### config.mk
export PLATFORM = sky130hd
export DESIGN_NAME = stone_renderer
export DESIGN_NICKNAME = d
export VERILOG_FILES = /design/src/rtl/stone_renderer.sv
export SDC_FILE = /design/constraint.sdc
export NUM_CORES = 1
export LEC_CHECK = 0
export CAP_MARGIN = 10
export CORE_MARGIN = 2
export CORE_UTILIZATION = 50
export CTS_CLUSTER_DIAMETER = 100
export CTS_CLUSTER_SIZE = 20
export DETAILED_ROUTE_END_ITERATION = 8
export PLACE_DENSITY = 0.64
export SYNTH_ARGS = -nofsm -noshare
export SYNTH_HDL_FRONTEND = slang
export SYNTH_SLANG_ARGS = --single-unit
### constraint.sdc
create_clock -name clock -period 5.65 [get_ports clock]
set_clock_uncertainty 0.15 [all_clocks]
set_input_delay 1.13 -clock clock [delete_from_list [all_inputs] [get_ports clock]]
set_output_delay 1.13 -clock clock [all_outputs]
set_load 0.02 [all_outputs]
### src/rtl/stone_renderer.sv
// stone_renderer: once per frame, walks the stone records in the shared RAM,
// erases squares of stones that moved or vanished, and plots every visible
// stone as a SPRITE x SPRITE solid square to the VGA adapter.
//
// Optional build feature: define GRAB_HIGHLIGHT_EN to outline grabbed stones
// in COL_GRAB (border pixels) with the type colour inside.
module stone_renderer #(
  parameter int                READ_LAT    = 2,
  parameter int                SPRITE      = 16,
  parameter int                COLOUR_W    = 3,
  parameter logic [COLOUR_W-1:0] COL_BG      = 3'b000,
  parameter logic [COLOUR_W-1:0] COL_STONE   = 3'b111,
  parameter logic [COLOUR_W-1:0] COL_GOLD    = 3'b110,
  parameter logic [COLOUR_W-1:0] COL_DIAMOND = 3'b011,
  parameter logic [COLOUR_W-1:0] COL_GRAB    = 3'b100
) (
  input  logic                clock,
  input  logic                resetn,
  input  logic                frame_start,
  input  logic [3:0]          quantity,
  input  logic [31:0]         stone_data,
  output logic                draw_stone_flag,
  output logic [3:0]          draw_index,
  output logic                plot,
  output logic [8:0]          plot_x,
  output logic [7:0]          plot_y,
  output logic [COLOUR_W-1:0] plot_colour,
  output logic                done
);

  localparam int SW = $clog2(SPRITE);
  localparam int PW = 2 * SW;

  typedef enum logic [2:0] {
    IDLE, ADDR, WAIT, LATCH, ERASE, DRAW, NEXT, FINISH
  } state_t;

  state_t          state;
  logic [3:0]      wait_cnt;
  logic [PW-1:0]   pix_cnt;

  // latched record fields for the stone currently being processed
  logic [8:0]      lx;
  logic [7:0]      ly;
  logic [1:0]      ltype;
  logic            lvis;
`ifdef GRAB_HIGHLIGHT_EN
  logic            lgrab;
`endif

  // shadow of what is currently on screen for each record
  logic [15:0]     sh_v;
  logic [8:0]      sh_x [16];
  logic [7:0]      sh_y [16];

  // raw record fields straight from the RAM port
  logic [8:0]      rec_x;
  logic [7:0]      rec_y;
  logic [1:0]      rec_type;
  logic            rec_vis;
  logic            unused_bits;

  assign rec_x    = stone_data[31:23];
  assign rec_y    = stone_data[18:11];
  assign rec_type = stone_data[3:2];
  assign rec_vis  = stone_data[1];
`ifdef GRAB_HIGHLIGHT_EN
  assign unused_bits = ^{stone_data[22:19], stone_data[10:4]};
`else
  assign unused_bits = ^{stone_data[22:19], stone_data[10:4], stone_data[0]};
`endif

  logic [SW-1:0]       dx, dy;
  logic [8:0]          bx;
  logic [7:0]          by;
  logic [9:0]          px;
  logic [8:0]          py;
  logic                in_range;
  logic                last_pix;
  logic                need_erase;
  logic                last_rec;
  logic [COLOUR_W-1:0] type_col;
  logic [COLOUR_W-1:0] draw_col;

  // pixel address generation, clip test and colour selection
  always_comb begin
    dx       = pix_cnt[SW-1:0];
    dy       = pix_cnt[PW-1:SW];
    // ERASE paints at the old on-screen position, DRAW at the new one
    bx       = (state == ERASE) ? sh_x[draw_index] : lx;
    by       = (state == ERASE) ? sh_y[draw_index] : ly;
    // widened by one bit so a stone near the edge clips rather than wraps
    px       = {1'b0, bx} + 10'(dx);
    py       = {1'b0, by} + 9'(dy);
    in_range = (px < 10'd320) && (py < 9'd240);
    last_pix = &pix_cnt;
    need_erase = sh_v[draw_index] &&
                 (!rec_vis || (sh_x[draw_index] != rec_x) ||
                  (sh_y[draw_index] != rec_y));
    last_rec = (draw_index == quantity - 4'd1) || (draw_index == 4'd15);
    case (ltype)
      2'b00:   type_col = COL_STONE;
      2'b01:   type_col = COL_GOLD;
      default: type_col = COL_DIAMOND;
    endcase
    draw_col = type_col;
`ifdef GRAB_HIGHLIGHT_EN
    if (lgrab && ((dx == '0) || (&dx) || (dy == '0) || (&dy)))
      draw_col = COL_GRAB;
`endif
  end

  // render FSM with registered outputs and shadow table
  always_ff @(posedge clock) begin
    if (!resetn) begin
      state           <= IDLE;
      wait_cnt        <= '0;
      pix_cnt         <= '0;
      lx              <= '0;
      ly              <= '0;
      ltype           <= '0;
      lvis            <= 1'b0;
`ifdef GRAB_HIGHLIGHT_EN
      lgrab           <= 1'b0;
`endif
      draw_stone_flag <= 1'b0;
      draw_index      <= '0;
      plot            <= 1'b0;
      plot_x          <= '0;
      plot_y          <= '0;
      plot_colour     <= '0;
      done            <= 1'b0;
      sh_v            <= '0;
      for (int i = 0; i < 16; i++) begin
        sh_x[i] <= '0;
        sh_y[i] <= '0;
      end
    end else begin
      plot <= 1'b0;
      done <= 1'b0;
      case (state)
        IDLE: begin
          if (frame_start) begin
            state           <= ADDR;
            draw_stone_flag <= 1'b1;
            draw_index      <= '0;
          end
        end
        ADDR: begin
          wait_cnt <= '0;
          state    <= (quantity == 4'd0) ? FINISH : WAIT;
        end
        WAIT: begin
          if (wait_cnt == 4'(READ_LAT - 1)) state <= LATCH;
          else wait_cnt <= wait_cnt + 4'd1;
        end
        LATCH: begin
          lx      <= rec_x;
          ly      <= rec_y;
          ltype   <= rec_type;
          lvis    <= rec_vis;
`ifdef GRAB_HIGHLIGHT_EN
          lgrab   <= stone_data[0];
`endif
          pix_cnt <= '0;
          if (need_erase)   state <= ERASE;
          else if (rec_vis) state <= DRAW;
          else              state <= NEXT;
        end
        ERASE: begin
          plot        <= in_range;
          plot_x      <= px[8:0];
          plot_y      <= py[7:0];
          plot_colour <= COL_BG;
          pix_cnt     <= pix_cnt + 1'b1;
          if (last_pix) state <= lvis ? DRAW : NEXT;
        end
        DRAW: begin
          plot        <= in_range;
          plot_x      <= px[8:0];
          plot_y      <= py[7:0];
          plot_colour <= draw_col;
          pix_cnt     <= pix_cnt + 1'b1;
          if (last_pix) state <= NEXT;
        end
        NEXT: begin
          // record what is now on screen for this index
          sh_v[draw_index] <= lvis;
          sh_x[draw_index] <= lx;
          sh_y[draw_index] <= ly;
          if (last_rec) state <= FINISH;
          else begin
            draw_index <= draw_index + 4'd1;
            state      <= ADDR;
          end
        end
        FINISH: begin
          draw_stone_flag <= 1'b0;
          done            <= 1'b1;
          state           <= IDLE;
        end
        default: state <= IDLE;
      endcase
    end
  end

endmodule

Word level (Yosys, flattened, before mapping)
Memories as Yosys holds them, arrays and structs flattened. A register that Yosys moved wholly into a read port is not among the register bits.
Cells that the tools add are included.
Word-level totals
  register bits after elaboration: 78
  memory bits (writable): 272
  memories: 2
  output and inout port bits: 27
  word-level logic and storage cells: 112
  bits of input ports: 39
Operators by class
  mux-type cells: 42
  order comparisons: 4
  reduce and logical (&&, ||, !) cells: 24
  $add $sub $neg: 6
  equal/unequal tests: 19
Memories
  sh_x: depth 16, bits a word 9, rd ports 1, clocked after memory_dff 1, wr ports 16, RTL line 53  | logic [8:0] sh_x [16];
  sh_y: depth 16, bits a word 8, rd ports 1, clocked after memory_dff 1, wr ports 16, RTL line 54  | logic [7:0] sh_y [16];
Operator list (number)
  $mux W4: 9
  $pmux W3 S8: 1
  $mux W3: 6
  $mux W9: 2
  $bwmux W16: 1
  $mux W8: 2
  $pmux W4 S2: 2
  $pmux W8 S2: 1
  $eq A3 B3 Y1 const B: 4
  $ne A2 B2 Y1 const B: 6
  $pmux W3 S2: 2
  $add A9 B4 Y10: 1
  $lt A10 B9 Y1 const B: 1
  $mux W1: 10
  $reduce_bool A2 Y1: 5
  $add A8 B4 Y9: 1
  $lt A9 B8 Y1 const B: 1
  $ne A9 B9 Y1: 1
  $reduce_or A9 Y1: 1
  $add A4 B1 Y4 const B: 2
  $add A8 B1 Y8 const B: 1
  $ne A8 B8 Y1: 1
  $reduce_and A8 Y1: 1
  $reduce_or A8 Y1: 1
  23 further kinds: 32

Logic depth before layout (Yosys ltp)
  depth in word-level cells: 7
  gate-level depth with buffers: 18
  mapped depth without buffers: 15

Worst setup path after synthesis
Ideal clock, no wire load.
  path kind: reg-to-reg
  start point: register with a tool-made name
  end point: register plot
  stages on the path, launching flop included: 18
  path buffers: 3
  arrival time: 3.592 ns
  setup time: 0.115 ns
  clock period less this slack: 3.857 ns
  slack: 1.793 ns
  cells stage by stage: dfxtp_1 > buf_6 > buf_4 > buf_2 > mux2_2 > o221ai_1 > mux2_2 > o21a_1 > inv_1 > ha_1 > a21o_1 > a21oi_1 > nor2b_1 > nor2_1 > or3_1 > and3_1 > mux2_2 > a2111oi_0
RTL lines
  to (signal assigned): RTL line 171  | plot <= in_range;
  to (signal assigned): RTL line 179  | plot <= in_range;
  to (decl): RTL line 24  | output logic plot,

==> results.toml <==
[logic_synthesis]
synth_seq_area_share = 0.5843
mappedNetlistArea_um2 = 16790
ys_ff_latch = 354
avgSynthCellArea_um2 = 12.47
syn_inst = 1346
async_flop_share = 0
synth_edf_count = 272
syn-num-nets = 1404
synth_top_area_cell = "edfxtp_1"
synth.distinct_cells = 55
synth_area_leaders = "edfxtp_1, and2_1, dfxtp_1"
synth_warnings = 0
synth_ff_type = "edfxtp_1"
synth.top_cell.area_share = 0.4865

[cells_and_area]
drive_gt1_frac = 0.1239
final_cell_mix = "and2_1, edfxtp_1, nand2_1"
syn_to_final_growth_pct = 10.24
final_cells = 1836
fin_area_um2 = 18510
nets = 1432
antenna_cells = 0
final_common_cell = "and2_1"

[critical_path]
path_class = "register to register"
crit_path_start_kind = "register"
worstPathArrival_ns = 4.76
r2r_setup_slack_ns = 1.16
required_ns = 5.92
critPathCaptureType = "register"
crit_path_max_fanout = 15

[clock_tree]
clk_latency_ns = 0.53
ctsResizeCount = 0
numCtsBuffers = 21
postCtsSetupRepairBufs = 0
cts-root-buf = "clkbuf_16"
htreeDepth = 1
tritoncts = "yes"
clockBufferDepth = 3
cts_sinks = 354
clk_pin_slew_ns = 0.09
ctsHoldBuffers = 0

[grt]
grt.overflow.total = 0
grt_first_pass_wirelength_mm = 65.69
grt_usage = 0.2531
antenna_found_initial = 1
grt_max_degree = 54
grt_pass1_vias = 10461

[pwr]
power_frac_comb = 0.079
swShare = 0.2371
power_density_nw_per_um2 = 266.3
pwr-share-seq = 0.607
ir_drop_mv = 0.2531
p_sw_uw = 1169
power_frac_clock = 0.314
p_leak_uw = 0.006283
internal_power_uw = 3760

[timing]
hold_violations = 0
rsz0062_at_grt = "no"
hold_slack_ns = 0.3024
slew_viol_final = 0
fmax_ghz = 0.2228
setup_violations = 0
period_needed_ns = 4.489
fin_ws_ns = 1.161
fin_tns_setup_ns = 0
period_share = 0.7945
slew_headroom = 0.2612
worstMarginPinSlew_ns = 1.104

[drt]
vias_per_cell = 5.785
drtIter0Drc = 832
antenna_left = 0
wl_per_cell_um = 24.15
drt_wl_total_mm = 44.33
vias = 10621
drt-pass1-iter-count = 5
drc = 0

[place]
place_congestion = 0.7916
io_buffers = 53
placed_cell_area_um2 = 17920
dp_hpwl_mm = 26.98
dp_slack_ns = 1.248
dp.cells = 1799

[floorplan]
die_h_um = 187.2
die_w_um = 187.2
dieArea_um2 = 35060
coreArea_um2 = 33280
io_pins = 66
initial_core_util = 0.5045
row_count = 67

[min_path]
hp-class = "register to register"
hold_start = "plot_x[5]"

[run]
maxCapViolations = 0

[status]
status = "finished, final reports clean"
## layout make-up
cell class	count	area (um^2)
fill	2808	14770
clock inverter	1	8.758
sequential	354	9818
tap	448	560.5
multi-input combinational	869	6544
clock buffer	36	581.8
timing repair buffer	95	870.8
inverter	33	123.9
## stage by stage
step / total power, uW / util
3_3_place_gp: 3426 / 0.5384
4_1_cts: 4957 / 0.5561
6_report: 4928 / 0.5561
2_1_floorplan: 3269 / -
3_5_place_dp: 3437 / 0.5384
5_1_grt: 5088 / 0.5561
## Yosys cell counts, drive strengths merged, types with 3 or more instances
library cell,n
nand2,118
or3,4
a21o,6
and3,5
and2,273
edfxtp,272
nand3b,5
inv,33
ha,17
dfxtp,82
o21a,5
a221oi,5
xor2,13
mux2i,41
buf,24
nor2b,7
o22ai,3
nor3,5
nand4,4
nor2,58
clkbuf,66
mux4,63
mux2,19
a2111oi,3
a21oi,63
or2,6
nand3,22
a211oi,7
xnor2,21
o21ai,58
a22o,4
nand2b,9
## metal layers
layer  share of wire  track usage
met5               0            0
met4           0.030      0.08028
met3           0.063      0.03490
met2            0.47       0.4039
met1            0.44       0.3615
## final timing paths
path | to | cells after the start
min reg2reg | plot_x[5] | 2
min | plot_x[5] | 2
max reg2reg | plot | 14
max | plot | 14
## cells by family (layout without fill, tap and decap cells)
family / after synthesis / in the layout / synth area share
AOI/OAI and AO/OA: 169 / 169 / 0.05932
muxes: 123 / 123 / 0.1224
and+or+nand+nor: 524 / 524 / 0.1684
xor gates and xnor gates: 34 / 34 / 0.01774
buffers and inverters: 123 / 165 / 0.03279
adders and majority gates: 19 / 19 / 0.01505
DFF: 354 / 354 / 0.5843
## registers in the layout, summed over array words and instances, names as in the netlist, named ones only
name / count
done: 1
draw_index: 4
draw_stone_flag: 1
ltype: 2
lvis: 1
lx: 9
ly: 8
pix_cnt: 8
plot: 1
plot_colour: 3
plot_x: 9
plot_y: 8
sh_v: 16
sh_x: 144
sh_y: 128
state: 3
wait_cnt: 4
## power groups by stage
stage | combinational [uW] | sequential, uW | clock (uW)
after detailed placement | 388 | 3050 | 0
after CTS | 390 | 2990 | 1580
after global routing | 422 | 3010 | 1660
final | 389 | 2990 | 1550
after floorplan | 268 | 3000 | 0
after global placement | 384 | 3040 | 0
## critical path, stage by stage, from the launching register on
cell and delay [ns]:
dfxtp_1 0.90, inv_1 0.60, mux2i_1 0.24, mux2i_1 0.30, mux2_2 0.23, ha_1 0.16
inv_1 0.06, fa_1 0.36, inv_1 0.09, a21o_1 0.11, a21oi_1 0.09, nor3_1 0.51
and3_1 0.26, nor3_1 0.05, a2111oi_0 0.26
Power figures use the tool's default switching activity.
